$ cat config.mk
export PLATFORM = sky130hd
export DESIGN_NAME = imem_loader_flat
export DESIGN_NICKNAME = d
export VERILOG_FILES = /design/src/rtl/imem_loader_pkg.sv /design/src/rtl/imem_loader_if.sv /design/src/rtl/imem_byte_serializer.sv /design/src/rtl/imem_loader.sv /design/src/flat_wrapper.sv
export SDC_FILE = /design/constraint.sdc
export NUM_CORES = 1
export LEC_CHECK = 0
export ABC_CLOCK_PERIOD_IN_PS = 4400
export CAP_MARGIN = 5
export CORE_MARGIN = 3
export CORE_UTILIZATION = 30
export DETAILED_ROUTE_END_ITERATION = 10
export GPL_TIMING_DRIVEN = 0
export SETUP_SLACK_MARGIN = 0.2
export SLEW_MARGIN = 25
export SYNTH_ARGS = -nofsm -noshare
export SYNTH_HDL_FRONTEND = slang
export SYNTH_SLANG_ARGS = --single-unit
$ cat constraint.sdc
create_clock -name clk -period 4.4 [get_ports clk]
set_clock_uncertainty 0.05 [all_clocks]
set_input_delay 1.1 -clock clk [delete_from_list [all_inputs] [get_ports clk]]
set_output_delay 1.1 -clock clk [all_outputs]
set_load 0.02 [all_outputs]
$ cat src/rtl/imem_loader_pkg.sv
// imem_loader shared types and widths.
// Write-port widths are shared with the instruction memory.
package imem_loader_pkg;

    localparam int BYTES_PER_WORD = 4;
    localparam int LANE_W         = 2;
    localparam int BYTE_W         = 8;
    localparam int WORD_W         = BYTES_PER_WORD * BYTE_W;
    localparam int CNT_W          = 16;

    typedef enum logic [2:0] {
        S_IDLE,
        S_ACCEPT,
        S_WRITE,
        S_DONE,
        S_ERR
    } state_t;

    typedef logic [LANE_W-1:0] lane_t;

    // Little-endian lane select: lane 0 is bits [7:0].
    function automatic logic [BYTE_W-1:0] lane_byte(
        input logic [WORD_W-1:0] w,
        input lane_t             l
    );
        return w[l*BYTE_W +: BYTE_W];
    endfunction

endpackage

$ cat src/rtl/imem_loader_if.sv
// Word stream in, byte write port out.
// The loader is the slave; the producer side is the master.
interface imem_loader_if #(
    parameter int ADDR_W = 64
);
    import imem_loader_pkg::*;

    logic [WORD_W-1:0] word_in;
    logic              word_valid;
    logic              word_last;
    logic              word_ready;
    logic              mem_we;
    logic [ADDR_W-1:0] mem_addr;
    logic [BYTE_W-1:0] mem_wdata;

    modport master (
        output word_in, word_valid, word_last,
        input  word_ready, mem_we, mem_addr, mem_wdata
    );

    modport slave (
        input  word_in, word_valid, word_last,
        output word_ready, mem_we, mem_addr, mem_wdata
    );

endinterface

$ cat src/rtl/imem_byte_serializer.sv
// Turns one latched word into 4 sequential byte strobes.
// Strobe is a flop so async reset kills it at once.
module imem_byte_serializer
    import imem_loader_pkg::*;
(
    input  logic              clk,
    input  logic              rst_n,
    input  logic              go,
    input  logic [WORD_W-1:0] word,
    output logic              active,
    output lane_t             lane,
    output logic [BYTE_W-1:0] data,
    output logic              last_lane
);

    logic [WORD_W-1:0] word_q;

    // Latch the word on go, then step lanes 0..3.
    always_ff @(posedge clk or negedge rst_n) begin
        if (!rst_n) begin
            word_q <= '0;
            lane   <= '0;
            active <= 1'b0;
        end else if (go) begin
            word_q <= word;
            lane   <= '0;
            active <= 1'b1;
        end else if (active) begin
            lane <= lane + 1'b1;
            if (lane == '1)
                active <= 1'b0;
        end
    end

    assign data      = lane_byte(word_q, lane);
    assign last_lane = active && (lane == '1);

endmodule

$ cat src/rtl/imem_loader.sv
// Streams 32-bit words into byte-wide instruction memory.
// Holds the CPU (busy) while loading; flags done/overflow.
module imem_loader
    import imem_loader_pkg::*;
#(
    parameter int              MEM_BYTES = 1024,
    parameter int              ADDR_W    = 64,
    parameter logic [ADDR_W-1:0] BASE_ADDR = '0
) (
    input  logic             clk,
    input  logic             rst_n,
    input  logic             start,
    imem_loader_if.slave     bus,
    output logic             busy,
    output logic             done,
    output logic             overflow,
    output logic [CNT_W-1:0] words_loaded
);

    state_t            state;
    state_t            state_nxt;
    logic [ADDR_W-1:0] ptr;
    logic              last_q;
    logic              ready;
    logic              xfer;
    logic              fits;
    logic              restart;
    logic              go;
    logic              ser_active;
    lane_t             ser_lane;
    logic [BYTE_W-1:0] ser_data;
    logic              ser_last;

    assign xfer    = bus.word_valid && ready;
    assign fits    = (ptr + ADDR_W'(BYTES_PER_WORD))
                     <= ADDR_W'(MEM_BYTES);
    assign go      = xfer && fits;
    assign restart = start && !busy;

    imem_byte_serializer u_ser (
        .clk       (clk),
        .rst_n     (rst_n),
        .go        (go),
        .word      (bus.word_in),
        .active    (ser_active),
        .lane      (ser_lane),
        .data      (ser_data),
        .last_lane (ser_last)
    );

    // State register.
    always_ff @(posedge clk or negedge rst_n) begin
        if (!rst_n)
            state <= S_IDLE;
        else
            state <= state_nxt;
    end

    // Next-state logic.
    always_comb begin
        state_nxt = state;
        unique case (state)
            S_IDLE, S_DONE, S_ERR: begin
                if (start)
                    state_nxt = S_ACCEPT;
            end
            S_ACCEPT: begin
                if (xfer)
                    state_nxt = fits ? S_WRITE : S_ERR;
            end
            S_WRITE: begin
                if (ser_last)
                    state_nxt = last_q ? S_DONE : S_ACCEPT;
            end
            default: state_nxt = S_IDLE;
        endcase
    end

    // Status outputs decoded from the registered state.
    always_comb begin
        ready    = 1'b0;
        busy     = 1'b0;
        done     = 1'b0;
        overflow = 1'b0;
        unique case (state)
            S_ACCEPT: begin
                ready = 1'b1;
                busy  = 1'b1;
            end
            S_WRITE: busy     = 1'b1;
            S_DONE:  done     = 1'b1;
            S_ERR:   overflow = 1'b1;
            default: ;
        endcase
    end

    // Byte pointer, word count and last flag.
    always_ff @(posedge clk or negedge rst_n) begin
        if (!rst_n) begin
            ptr          <= BASE_ADDR;
            words_loaded <= '0;
            last_q       <= 1'b0;
        end else if (restart) begin
            ptr          <= BASE_ADDR;
            words_loaded <= '0;
            last_q       <= 1'b0;
        end else begin
            if (xfer)
                last_q <= bus.word_last;
            if (ser_last) begin
                ptr <= ptr + ADDR_W'(BYTES_PER_WORD);
                if (words_loaded != '1)
                    words_loaded <= words_loaded + 1'b1;
            end
        end
    end

    assign bus.word_ready = ready;
    assign bus.mem_we     = ser_active;
    assign bus.mem_addr   = ser_active ? ptr + ADDR_W'(ser_lane) : '0;
    assign bus.mem_wdata  = ser_active ? ser_data : '0;

endmodule

$ cat src/flat_wrapper.sv
// flat-port wrapper written by rule: the top's interface ports become plain ports
module imem_loader_flat import imem_loader_pkg::*;
#(
    parameter int              MEM_BYTES = 1024,
    parameter int              ADDR_W    = 64,
    parameter logic [ADDR_W-1:0] BASE_ADDR = '0
)
  (clk, rst_n, start, busy, done, overflow, words_loaded, bus_word_in, bus_word_valid, bus_word_last, bus_word_ready, bus_mem_we, bus_mem_addr, bus_mem_wdata);
  imem_loader_if #(.ADDR_W(ADDR_W)) bus_i ();
  input  logic clk;
  input  logic rst_n;
  input  logic start;
  output logic busy;
  output logic done;
  output logic overflow;
  output logic [CNT_W-1:0] words_loaded;
  input wire logic [$bits(bus_i.word_in)-1:0] bus_word_in;
  input wire logic [$bits(bus_i.word_valid)-1:0] bus_word_valid;
  input wire logic [$bits(bus_i.word_last)-1:0] bus_word_last;
  output wire logic [$bits(bus_i.word_ready)-1:0] bus_word_ready;
  output wire logic [$bits(bus_i.mem_we)-1:0] bus_mem_we;
  output wire logic [$bits(bus_i.mem_addr)-1:0] bus_mem_addr;
  output wire logic [$bits(bus_i.mem_wdata)-1:0] bus_mem_wdata;
  assign bus_i.word_in = bus_word_in;
  assign bus_i.word_valid = bus_word_valid;
  assign bus_i.word_last = bus_word_last;
  assign bus_word_ready = bus_i.word_ready;
  assign bus_mem_we = bus_i.mem_we;
  assign bus_mem_addr = bus_i.mem_addr;
  assign bus_mem_wdata = bus_i.mem_wdata;
  imem_loader #(.MEM_BYTES(MEM_BYTES), .ADDR_W(ADDR_W), .BASE_ADDR(BASE_ADDR)) u_core (.clk(clk), .rst_n(rst_n), .start(start), .bus(bus_i), .busy(busy), .done(done), .overflow(overflow), .words_loaded(words_loaded));
endmodule
==> metrics.md, run 1 <==
| Metric | Value |
|---|---|
| Status | completed |
| Slew @ Worst Pin | about 0.8 ns |
| Slew headroom | 0.450 |
| Post-CTS Hold Buffers | 0 |
| Number of I/O port buffers | 129 |
| Avg Cell Area, Syn | 8.76 sq um |
| Vias in the first global route | 6925 |
| Post-detailed-route count of antenna-violating nets | 0 |
| Crit path max-delay family | simple AND/OR/NAND/NOR gates |
| Peak Freq | around 250 MHz |
| Synth Instances | 875 |
| EDFF count, synth | 0 |
| Delay of the slowest cell on the worst path | 0.52 ns |
| TritonCTS Sinks | 117 |
| Worst vdd ir | 427 uV |
| Mapped cell area | 7670 sq um |
| Setup violators final | 0 |
| Drt pass-1 iters | 5 |
| GRT overflow | 0 |
| Final hold violations | 0 |
| Die area | 27500 sq um |
| Post-Syn Nets | 916 |
| Buffer and inverter count on the worst path | 2 |
| Antenna violations before repair | 0 |
| GRT Overall Usage | 0.175 |
| Layout Nets | 1071 |
| Async set-reset flop share out of synthesis | 1.00 |
| RePlAce Congestion | 0.955 |
| Critical path fanouts, max | 10 |
| Rows | 57 |
| Antenna Diode Count | 0 |
| CTS tree | yes |
| Worst Setup Start Kind | register |
| Synth warn | 0 |
| Area after DPL | 9400 sq um |
| Clk_lat worst skew | between 0.4 and 0.5 ns |
| CTS Root Cell | clkbuf_16 |
| Post-route minimum period | just under 4 ns |
| Slew Limit Fails | 0 |
| WL/cell | around 18 um |
| CTS H-Tree Depth | 4 |
| Fin cells | 1367 |
| RSZ-0062 raised after global routing | no |
| Critical path class | register to register |
| Drt first-iter violations | 593 |
| Critical path cell sequence | ha_1 > nand3_2 > nor4_2 > nand4_1 > xnor2_1 > a211o_1 > a2111oi_0 > nand3_1 > nor3_4 > buf_12 > buf_6 > mux2_2 |
| Largest net degree at the start of global routing | 61 |
| Placed Cells | 1329 |
| Synth Register Bits | between 100 and 150 |
| Die H | 166 um |
| P_leak | 3.86 nW |
| Max_cap viols | 0 |
| Final HPWL from detailed placement | 17900 um |
| Final non-filler cell area | 10100 sq um |
| Final core utilization | 0.408 |
| Worst path required time | 4.66 ns |
| Crit path capture type | register |
| Drt drc | 0 |
| CP arrival | 4.21 ns |
| Via Count | 7087 |
| First-pass GRT wire length | 39000 um |
| Initial Util | 0.310 |
| Sequential share of the synthesized area | 0.382 |
| CTS Buf Count | 17 |
| PwrDens | 418 nW/um^2 |
| Reg clk slew, reported paths | roughly 0.060 ns |
| DR vias/cell | approximately 5.2 |
| Die width | 166 um |
| Core area | 24700 sq um |
| Distinct cell type count after synthesis | 54 |
| Detailed Route WL | 24100 um |
| Ratio of cells with drive above 1 in the final layout | 0.114 |
| Fin crit share | 0.899 |
| Worst-path cell with the longest stage delay | dfrtp_1 |
| Commonest register cell after synthesis | dfrtp_1 |
| Clk buf depth | 2 |
| # IOs | 130 |
| Area Overhead vs Synth | 31.7% |
| Worst Hold Class | register to register |
[where the power goes]
group / switching (mW) / internal, mW / leakage, nW
logic: 0.729 / 0.652 / 2.02
registers: 0.128 / 1.27 / 1.55
clock network: 0.579 / 0.864 / 0.287
[area by class of cell]
type                            instances  area, sq um
Buffer                                 73          333
Clock buffer                           18          439
Clock inverter                         14          164
Fill cell                            2481        14600
Inverter                                8         30.0
Multi-Input combinational cell        677         4420
Sequential cell                       117         2930
Tap cell                              324          405
Timing Repair Buffer                  136         1380
[path summary, 6_finish.rpt]
check                                   startpoint                 endpoint  slack (ns)  cells after the start
min in group asynchronous                    rst_n   u_core.words_loaded[1]        0.53                      1
min                        u_core.u_ser.word_q[30]  u_core.u_ser.word_q[30]        0.43                      1
max                                  u_core.ptr[3]  u_core.u_ser.word_q[15]        0.45                     12
max reg2reg                          u_core.ptr[3]  u_core.u_ser.word_q[15]        0.45                     12
min reg2reg                u_core.u_ser.word_q[30]  u_core.u_ser.word_q[30]        0.43                      1
max in group asynchronous                    rst_n           u_core.ptr[32]        3.08                      2
[synthesized netlist by cell type, drive strengths merged (2+ instances only)]
library cell,number,share of area
a2111oi,2,0.0023
a211o,3,0.0034
a211oi,2,0.0020
a21oi,32,0.021
a31oi,2,0.0016
and2,81,0.066
and3,10,0.0082
and4,16,0.018
buf,26,0.020
clkbuf,47,0.024
dfrtp,117,0.38
ha,4,0.0065
inv,8,0.0039
mux2,37,0.054
mux2i,4,0.0052
mux4,8,0.023
nand2,60,0.029
nand2b,7,0.0057
nand3,37,0.024
nand3b,5,0.0049
nand4,51,0.042
nor2,95,0.047
nor2b,2,0.0016
nor3,26,0.018
nor3b,5,0.0049
nor4,24,0.020
o21ai,29,0.019
o22a,2,0.0023
o22ai,4,0.0033
o2bb2ai,2,0.0023
o31ai,3,0.0029
or3,30,0.024
or4,3,0.0029
xnor2,43,0.049
xor2,37,0.042
[repair_timing]
action	CTS	global route
cloned	0	0
setup buffers	3	3
resized for setup	3	5
setup endpoints to repair	36	32
pin swaps	1	2
[routing by layer]
| metal | track usage | up-vias | wire (um) |
|---|---|---|---|
| li1 | - | 3410 | - |
| met5 | 0 | - | 0 |
| met1 | 0.235 | 3352 | 10500 |
| met4 | 0.0506 | 0 | 465 |
| met3 | 0.0509 | 33 | 2160 |
| met2 | 0.275 | 292 | 10900 |
[through the flow]
stage	setup TNS [ns]	worst slack [ns]	power [mW]	hold WS, ns
after floorplan	0	0.936	2.26	0.403
after global placement	-314.90	-2.66	2.76	0.416
after detailed placement	-4.37	-0.183	2.79	0.424
after CTS	0	0.241	4.28	0.437
after global routing	0	0.197	4.47	0.454
final	0	0.445	4.23	0.435
[worst reg2reg max path: cells and delay by family (launching register included)]
| family | cells | cell delay, ns |
|---|---|---|
| simple gates | 5 | 1.44 |
| mux | 1 | 0.35 |
| compound gates | 2 | 0.71 |
| buf+inv | 2 | 0.32 |
| fa+ha+maj | 1 | 0.28 |
| xor+xnor | 1 | 0.18 |
| flops | 1 | 0.52 |
[registers in the layout, indices dropped and copies added (netlist names)]
name,cells
u_core.ptr,62
u_core.u_ser.lane,2
u_core.u_ser.word_q,32
u_core.words_loaded,16
u_core.last_q,1
u_core.u_ser.active,1
u_core.state,3
[cells in the final DEF (no fill, tap or decap), drive strengths merged, types with 3 or more instances in the layout]
cell / n
a211o: 3
and4: 16
o21ai: 29
and2: 81
clkdlybuf4s50: 128
o22ai: 4
nand4: 51
mux2: 37
mux2i: 4
inv: 15
nor2: 95
nor3b: 5
xnor2: 43
and3: 10
nor4: 24
or3: 30
clkinvlp: 3
nand3b: 5
dfrtp: 117
buf: 35
a21oi: 32
nand2b: 7
o31ai: 3
nor3: 26
clkbuf: 64
xor2: 37
mux4: 8
ha: 4
or4: 3
nand2: 60
nand3: 37
[kinds of logic (layout without fill, tap and decap cells)]
group / Yosys count / count (layout) / share of synthesized area
multiplexers: 49 / 49 / 0.0831
adder cells (fa/ha/maj): 4 / 4 / 0.00653
buffers and inverters: 81 / 249 / 0.0473
XOR/XNOR: 80 / 80 / 0.0914
AO/OA/AOI/OAI: 89 / 89 / 0.0689
flip-flops: 117 / 117 / 0.382
AND/OR/NAND/NOR: 455 / 455 / 0.321
No activity file was read; power rests on OpenSTA's default activity.
==> run 2, diff against run 1 <==
- ABC_CLOCK_PERIOD_IN_PS: 4400 -> default
- CORE_UTILIZATION: 30 -> 42
- PLACE_DENSITY: default -> 0.66
- SLEW_MARGIN: 25 -> 10
==> run 2 against run 1 <==
Register-to-register slack got worse by 0.05 ns. Final area fell by 1.5%. Core utilization grew 16 points. Largest power group is now registers. Global-route usage is 5.8 points higher. Die area down 28%.
==> metrics.md, run 2 (synthesis gave the netlist of run 1 again) <==
| Metric | Value |
|---|---|
| Most flop-heavy register | u_core.ptr |
| Clk buf depth | 2 (unchanged) |
| CTS Buf Count | 17 (unchanged) |
| Post-detailed-route count of antenna-violating nets | 0 (unchanged) |
| Slew headroom | 0.457 (+0.00709) |
| Crit path capture type | register |
| Vias in the first global route | 6822 (-1.5%) |
| Slew Limit Fails | 0 (unchanged) |
| Drt pass-1 iters | 5 (unchanged) |
| Max reg flops | 62 (unchanged) |
| Power Total | 4.17 mW (-1.4%) |
| Drt first-iter violations | 531 (-10%) |
| GRT Overall Usage | 0.233 (+0.0578) |
| Critical path fanouts, max | 10 (unchanged) |
| Fin crit share | 0.910 (+0.0108) |
| Setup ws final | 0.398 ns (-0.0475 ns) |
| Post-route minimum period | 4.00 ns (+0.0475 ns) |
| Status | completed |
| CTS H-Tree Depth | 4 (unchanged) |
| Area after DPL | 9270 sq um (-1.4%) |
| Die width | 141 um (-15%) |
| Worst path required time | 4.66 ns (about the same) |
| Placed Cells | 1230 (-7.4%) |
| Die H | 141 um (-15%) |
| Antenna Diode Count | 0 (unchanged) |
| CTS tree | yes |
| Die area | 19900 sq um (-28%) |
| Number of I/O port buffers | 129 (unchanged) |
| TritonCTS Sinks | 117 (unchanged) |
| Ratio of cells with drive above 1 in the final layout | 0.112 (-0.00256) |
| Most frequent cells in the layout | clkdlybuf4s50_1, dfrtp_1, nor2_1 |
| Via Count | 7125 (+0.54%) |
| Initial Util | 0.436 (+0.126) |
| Biggest regs | u_core.ptr: 62 flops, u_core.u_ser.word_q: 32 flops, u_core.words_loaded: 16 flops |
| Final non-filler cell area | 9950 sq um (-1.5%) |
| Worst vdd ir | 335 uV (-22%) |
| Fin cells | 1265 (-7.5%) |
| P_leak | 3.86 nW (about the same) |
| Final HPWL from detailed placement | 16800 um (-6.1%) |
| Core area | 17600 sq um (-29%) |
| RSZ-0062 raised after global routing | no |
| DR vias/cell | 5.63 (+8.6%) |
| Rows | 48 (-16%) |
| GRT overflow | 0 (unchanged) |
| CTS Root Cell | clkbuf_16 |
| Commonest non-fill, non-tap cell in the layout | clkdlybuf4s50_1 |
| Largest net degree at the start of global routing | 87 (+43%) |
| WL/cell | 18.1 um (+2.6%) |
| First-pass GRT wire length | 36900 um (-5.4%) |
| Max_cap viols | 0 (unchanged) |
| # IOs | 130 (unchanged) |
| Worst Setup Start Kind | register |
| Setup TNS | 0 ns (unchanged) |
| Peak Freq | 250 MHz (-1.2%) |
| Reg clk slew, reported paths | 0.06 ns (about the same) |
| Worst Hold Class | register to register |
| RePlAce Congestion | 0.959 (+0.38%) |
| PwrDens | 419 nW/um^2 (about the same) |
| Critical path class | register to register |
| DP Worst Slack | -0.242 ns (-0.0585 ns) |
| Detailed Route WL | 22900 um (-5.1%) |
| Clk_lat worst skew | 0.43 ns (about the same) |
| Antenna violations before repair | 0 (unchanged) |
| Slew @ Worst Pin | 0.808 ns (-0.0168 ns) |
| CP arrival | 4.26 ns (+0.05 ns) |
| Drt drc | 0 (unchanged) |
| Setup violators final | 0 (unchanged) |
| Layout Nets | 1068 (-0.28%) |
| Area Overhead vs Synth | 29.8% |
| Final hold violations | 0 (unchanged) |
run 2: cell type report:
type / instances / area [sq um]
multi-input cells: 677 / 4430
plain buffers: 73 / 333
flip-flops and latches: 117 / 2930
fillers: 1645 / 7650
inverters: 8 / 30.0
clock inverters: 15 / 171
repair buffers: 133 / 1360
well taps: 225 / 282
clock buffers: 17 / 425
run 2: critical path, stage by stage, from the launching register on:
cell and delay (ns):
dfrtp_1 0.51, ha_1 0.27, nand3_2 0.24, nor2_1 0.55
nand3_1 0.17, xnor2_1 0.16, nor4_1 0.54, and3_1 0.25
nand4_1 0.21, nor3_4 0.27, buf_12 0.14, buf_6 0.16
mux2_2 0.34
run 2: through the flow:
stage | hold slack [ns] | utilization
finish | 0.429 | 0.565
global route | 0.445 | 0.565
CTS | 0.434 | 0.563
detailed placement | 0.419 | 0.527
global placement | 0.413 | 0.525
floorplan | 0.403 | -
run 2: metal layers:
| layer | up-vias | GRT usage | routed length [um] |
|---|---|---|---|
| met1 | 3424 | 0.311 | 10000 |
| met2 | 266 | 0.372 | 10700 |
| li1 | 3399 | - | - |
| met3 | 36 | 0.0560 | 1650 |
| met4 | 0 | 0.0765 | 495 |
| met5 | - | 0 | 0 |
run 2: final timing paths:
check | from | to | slack, ns | cells past startpoint
max | u_core.ptr[3] | u_core.u_ser.word_q[6] | 0.40 | 12
min | u_core.u_ser.word_q[26] | u_core.u_ser.word_q[26] | 0.43 | 1
max reg2reg | u_core.ptr[3] | u_core.u_ser.word_q[6] | 0.40 | 12
min reg2reg | u_core.u_ser.word_q[26] | u_core.u_ser.word_q[26] | 0.43 | 1
max in group asynchronous | rst_n | u_core.ptr[56] | 3.08 | 2
min in group asynchronous | rst_n | u_core.ptr[31] | 0.51 | 1
run 2: repair_timing:
item / in CTS / in global routing
pin swaps: 2 / 0
resized for setup: 1 / 7
setup endpoints to repair: 36 / 32
hold buffers: 0 / 0
gates cloned: 0 / 0
setup buffers: 3 / 0
run 2: power breakdown:
group          internal (mW)  switching [mW]
sequential              1.27           0.127
clock                  0.848           0.556
combinational          0.649           0.713
total                   2.77            1.40
==> run 3, diff against run 2 <==
- SLEW_MARGIN: 10 -> default
==> results of run 3 <==
No change in the layout: final DEF, timing and power equal those of run 2.
